<file path="config.mk">
export PLATFORM = sky130hd
export DESIGN_NAME = pds_rr_arbiter
export DESIGN_NICKNAME = d
export VERILOG_FILES = /design/src/rtl/pds_rr_arbiter.sv
export SDC_FILE = /design/constraint.sdc
export NUM_CORES = 1
export LEC_CHECK = 0
export ABC_CLOCK_PERIOD_IN_PS = 1800
export CORE_MARGIN = 1
export CORE_UTILIZATION = 37
export DETAILED_ROUTE_END_ITERATION = 8
export DONT_BUFFER_PORTS = 1
export PLACE_DENSITY_LB_ADDON = 0.15
export SYNTH_ARGS = -nofsm -noshare
export SYNTH_HDL_FRONTEND = slang
export SYNTH_SLANG_ARGS = --single-unit
</file>
<file path="constraint.sdc">
create_clock -name clk -period 1.8 [get_ports clk]
set_clock_uncertainty 0.05 [all_clocks]
set_input_delay 0.36 -clock clk [delete_from_list [all_inputs] [get_ports clk]]
set_output_delay 0.36 -clock clk [all_outputs]
set_load 0.05 [all_outputs]
</file>
<file path="src/rtl/pds_rr_arbiter.sv">
// Round-robin arbiter that shares the single PDS packet input port among NUM_REQ requesters.
// Each grant produces a one-cycle valid_up/ack_o pulse, followed by GAP_CYCLES forced idle cycles.
module pds_rr_arbiter #(
   parameter int NUM_REQ    = 4,
   parameter int SRC_W      = 4,
   parameter int TGT_W      = 4,
   parameter int DATA_W     = 8,
   parameter int GAP_CYCLES = 1,
   parameter int CNT_W      = 16,
   localparam int PKT_W     = SRC_W + TGT_W + DATA_W
) (
   input  logic                       clk,
   input  logic                       reset,
   input  logic                       enable,
   input  logic [NUM_REQ-1:0]         req_i,
   input  logic [NUM_REQ*PKT_W-1:0]   pkt_i,
   output logic [NUM_REQ-1:0]         ack_o,
   output logic [PKT_W-1:0]           data_ip,
   output logic                       valid_up,
   output logic                       busy_o,
   output logic [CNT_W-1:0]           pkt_cnt_o
);

   localparam int IDX_W = (NUM_REQ > 1) ? $clog2(NUM_REQ) : 1;

   typedef enum logic {
      IDLE = 1'b0,
      GAP  = 1'b1
   } state_t;

   state_t               state_q, state_d;
   logic [3:0]           gap_q, gap_d;
   logic [IDX_W-1:0]     last_q, last_d;
   logic [NUM_REQ-1:0]   ack_q, ack_d;
   logic [PKT_W-1:0]     data_q, data_d;
   logic                 valid_q, valid_d;
   logic [CNT_W-1:0]     cnt_q, cnt_d;

   logic [NUM_REQ-1:0]   eligible;
   logic                 found;
   logic [IDX_W-1:0]     winner;
   logic [IDX_W:0]       idx;

   // A requester acked this cycle is masked so its lingering req cannot win twice.
   always_comb begin
      eligible = req_i & ~ack_q;
      found    = 1'b0;
      winner   = last_q;
      idx      = '0;
      for (int k = 1; k <= NUM_REQ; k++) begin
         idx = {1'b0, last_q} + (IDX_W+1)'(k);
         if (idx >= (IDX_W+1)'(NUM_REQ)) begin
            idx = idx - (IDX_W+1)'(NUM_REQ);
         end
         if (!found && eligible[idx[IDX_W-1:0]]) begin
            found  = 1'b1;
            winner = idx[IDX_W-1:0];
         end
      end
   end

   always_comb begin
      state_d = state_q;
      gap_d   = gap_q;
      last_d  = last_q;
      ack_d   = '0;
      data_d  = data_q;
      valid_d = 1'b0;
      cnt_d   = cnt_q;
      case (state_q)
         IDLE: begin
            if (enable && found) begin
               data_d  = pkt_i[winner*PKT_W +: PKT_W];
               valid_d = 1'b1;
               ack_d   = NUM_REQ'(1) << winner;
               last_d  = winner;
               cnt_d   = cnt_q + CNT_W'(1);
               if (GAP_CYCLES > 0) begin
                  state_d = GAP;
                  gap_d   = 4'(GAP_CYCLES);
               end
            end
         end
         GAP: begin
            if (gap_q <= 4'd1) begin
               state_d = IDLE;
            end
            gap_d = gap_q - 4'd1;
         end
         default: state_d = IDLE;
      endcase
   end

   always_ff @(posedge clk) begin
      if (reset) begin
         state_q <= IDLE;
         gap_q   <= '0;
         last_q  <= IDX_W'(NUM_REQ - 1);
         ack_q   <= '0;
         data_q  <= '0;
         valid_q <= 1'b0;
         cnt_q   <= '0;
      end else begin
         state_q <= state_d;
         gap_q   <= gap_d;
         last_q  <= last_d;
         ack_q   <= ack_d;
         data_q  <= data_d;
         valid_q <= valid_d;
         cnt_q   <= cnt_d;
      end
   end

   assign ack_o     = ack_q;
   assign data_ip   = data_q;
   assign valid_up  = valid_q;
   assign busy_o    = (state_q != IDLE);
   assign pkt_cnt_o = cnt_q;

endmodule
</file>
==> summary.md <==
| Metric | Value |
|---|---|
| Status | finished with violations |
| Routed len/inst | 18.7 microns |
| Simple logic cell fraction of the synthesized area | 19.0% |
| CTS hold repair buffers | 0 |
| Routed Antenna Nets | 0 |
| VDD IR max | 0.000307 V |
| Die Y | 88.3 microns |
| CTS H-tree lvls | 2 |
| Xor/xnor share of the synthesized area | 4.45% |
| Crit path launch type | flop |
| Post-synth top area share | 32.0% |
| Async S/R FF share, synth | 0% |
| Pwr dens | 823 nW/um^2 |
| Yosys warns | 0 |
| Crit path max fanout | 24 |
| Vias in the first global route | 2,362 |
| # fillers | 727 |
| CTS tree | done |
| Nets | 432 |
| Root buffer cell | clkbuf_8 |
| Violations in the final reports | negative setup slack |
| Setup violators final | 3 |
| First-pass GRT wire length | 12,500 microns |
| Syn_area_per_cell | 8.58 sq um |
| CP Cell Sequence | nand2b_4 > o221a_4 > buf_8 > a211oi_1 > a2111oi_4 > o31ai_1 |
| GRT overflow | 0 |
| Fin. max-slew vios | 0 |
| Core area | 7210 sq um |
| Total GRT Usage | 21.3% |
| Yosys reg bits | 44 |
| EDFF count, synth | 0 |
| Die Wd | 88.3 microns |
| CTS clk-pin slew, worst paths | 0.09 ns |
| Compound-Gate Fraction of Synth Area | 31.5% |
| Multiplexer share of the synthesized area | 0.909% |
| DR iter-0 viols | 104 |
| Largest area contributor in the netlist | dfxtp_1 |
| Worst Setup SP | ack_o[1] |
| Peak Freq | 546 MHz |
| Lkg Pwr | 0.00140 uW |
| Pin count of the biggest net entering global routing | 41 |
| Syn-to-layout area delta | 36.4% |
| Share of layout cells above drive strength 1 | 37.3% |
| Most frequent cell after synthesis | dfxtp_1 |
| Adder-Cell Fraction of Synth Area | 1.36% |
| Number of max-cap violations | 0 |
| RSZ-0062 raised after global routing | yes |
| Switch Pwr | 1220 uW |
| Fin. Hold Viols | 0 |
| Final worst slack | -0.0319 ns |
| Max Buffers Root-to-Sink | 2 |
| CP max stage delay | 0.39 ns |
| Net Count, Synth | 395 |
| Clock sink total | 44 |
| Final WL | 8590 microns |
| GPL Wtd Cong | 0.739 |
| TritonRoute pass-1 iters | 4 |
| Pint | 1870 uW |
| Sw Ratio | 39.4% |
| HPWL after DPL | 5380 microns |
| Final worst path period need | 1.83 ns |
| Port Buffers | 0 |
| Sequential power share | 41.6% |
| Hold WS | 0.0649 ns |
| CP required | 1.97 ns |
| Worst Setup End Kind | flop |
| FP Rows | 31 |
| Gate power share | 36.9% |
| Top FF cell, synth | dfxtp_1 |
| Slowest CP cell | a211oi_1 |
| Worst r2r src | ack_o[1] |
| Initial antenna violation count | 0 |
| Vias after detailed routing | 2,631 |
| WP data arrival | 2.00 ns |
| Initial Util | 38.2% |
| Worst skew pair latency | 0.30 ns |
| Cell area after synthesis | 2750 sq um |
| Residual DRC | 0 |
| WS Path Type | reg2reg |
| I/O pins | 109 |
| Min-delay worst type | in2reg |
| Gate Count Post-Synth | 321 |
| Top cells by area, synth | dfxtp_1 32%, a211oi_1 9.0%, inv_1 5.5% |
| CTS Buf Count | 5 |
| # diodes | 0 |
| Clock Power Share | 21.5% |
| Top Family by Delay on Critical Path | compound AO/OA/AOI/OAI gates |
| Actual transition at the worst max-transition pin | 0.559 ns |
| Max-slew headroom | 62.7% |
| Vias/cell | 5.74 |
| Synth cell count leaders | 44 x dfxtp_1, 40 x inv_1, 33 x a211oi_1, 18 x clkbuf_1, 18 x nor2_1 |
| Period utilization | 102% |
| Post-synth cell types | 49 |
| Dpl ws | -0.120 ns |
| Main combinational cell family by area after synthesis | compound AO/OA/AOI/OAI gates |
| WP buf/inv | 1 |
| Hold Path Origin | reset |
| Die Area | 7790 sq um |
| Sequential-to-total area share from yosys stat | 32.0% |
layer usage:
layer,global-route usage (%),vias to the layer above,routed length (microns)
met1,29.0,1271,3840
met2,32.9,89,4110
met3,5.88,6,573
met5,0,-,0
met4,6.60,0,64
li1,-,1265,-
layout make-up:
type | count | area [sq um] | share of cell area, %
Sequential cell | 44 | 901 | 24.0
Tap cell | 99 | 124 | 3.30
Multi-Input combinational cell | 208 | 1930 | 51.5
Inverter | 41 | 154 | 4.10
Timing Repair Buffer | 58 | 548 | 14.6
Clock inverter | 2 | 10.0 | 0.267
Clock buffer | 6 | 82.6 | 2.20
worst register-to-register path: stages, from the launching register on:
cell and delay, ns:
dfxtp_4 0.36, nand2b_4 0.15, o221a_4 0.29, buf_8 0.18
a211oi_1 0.41, a2111oi_4 0.10, o31ai_1 0.22
final timing paths:
path                                     end  slack [ns]  cells past startpoint
worst max-delay path              data_ip[8]       -0.03                      6
worst min-delay path            pkt_cnt_o[7]        0.06                      1
worst max register to register    data_ip[8]       -0.03                      6
worst min register to register  pkt_cnt_o[1]        0.43                      2
state kept, by name, indices dropped and copies added, names as in the netlist:
name / cells
last_q: 2
pkt_cnt_o: 16
ack_o: 4
data_ip: 16
valid_up: 1
gap_q: 4
busy_o: 1
power by group through the flow:
stage / clock, uW / sequential (uW) / combinational, uW
final: 665 / 1290 / 1140
after global routing: 724 / 1300 / 1220
after CTS: 686 / 1290 / 992
after detailed placement: 0 / 1310 / 848
after global placement: 0 / 1310 / 836
after floorplan: 0 / 1330 / 601
through the flow:
stage	utilization, %	total power, uW	area (sq um)	std cells	setup TNS (ns)
floorplan	-	1930	2820	321	-1.07
global placement	44.5	2140	3210	438	-0.882
detailed placement	44.5	2160	3210	438	-1.39
CTS	48.5	2960	3500	457	-0.256
global route	52.0	3240	3750	458	-0.940
finish	52.0	3090	3750	458	-0.0433
kinds of logic (layout without fill, tap and decap cells):
logic type	Yosys count	count (layout)
AOI/OAI and AO/OA	99	101
and+or+nand+nor	88	88
buffers and inverters	71	107
muxes	2	2
DFF	44	44
xor gates and xnor gates	14	14
adders and majority gates	3	3
placed cells by master, fill, tap and decap left out, drive strengths merged, types with 6 or more instances in the layout:
cell type | netlist | layout
clkbuf | 18 | 6
a221oi | 16 | 16
nand3b | 16 | 16
nor2b | 6 | 6
o31ai | 16 | 16
a211oi | 33 | 33
a2111oi | 16 | 16
buf | 12 | 58
nand2 | 9 | 9
nor2 | 18 | 18
dfxtp | 44 | 44
inv | 41 | 41
a21oi | 7 | 7
xnor2 | 13 | 13
nor3 | 12 | 12
repair_timing:
action / 4_1_cts / 5_1_grt
gates cloned: 5 / 0
setup endpoints to repair: 20 / 35
pin swaps: 11 / 19
setup buffers: 6 / 4
resized for setup: 22 / 43
Power figures use the tool's default switching activity.
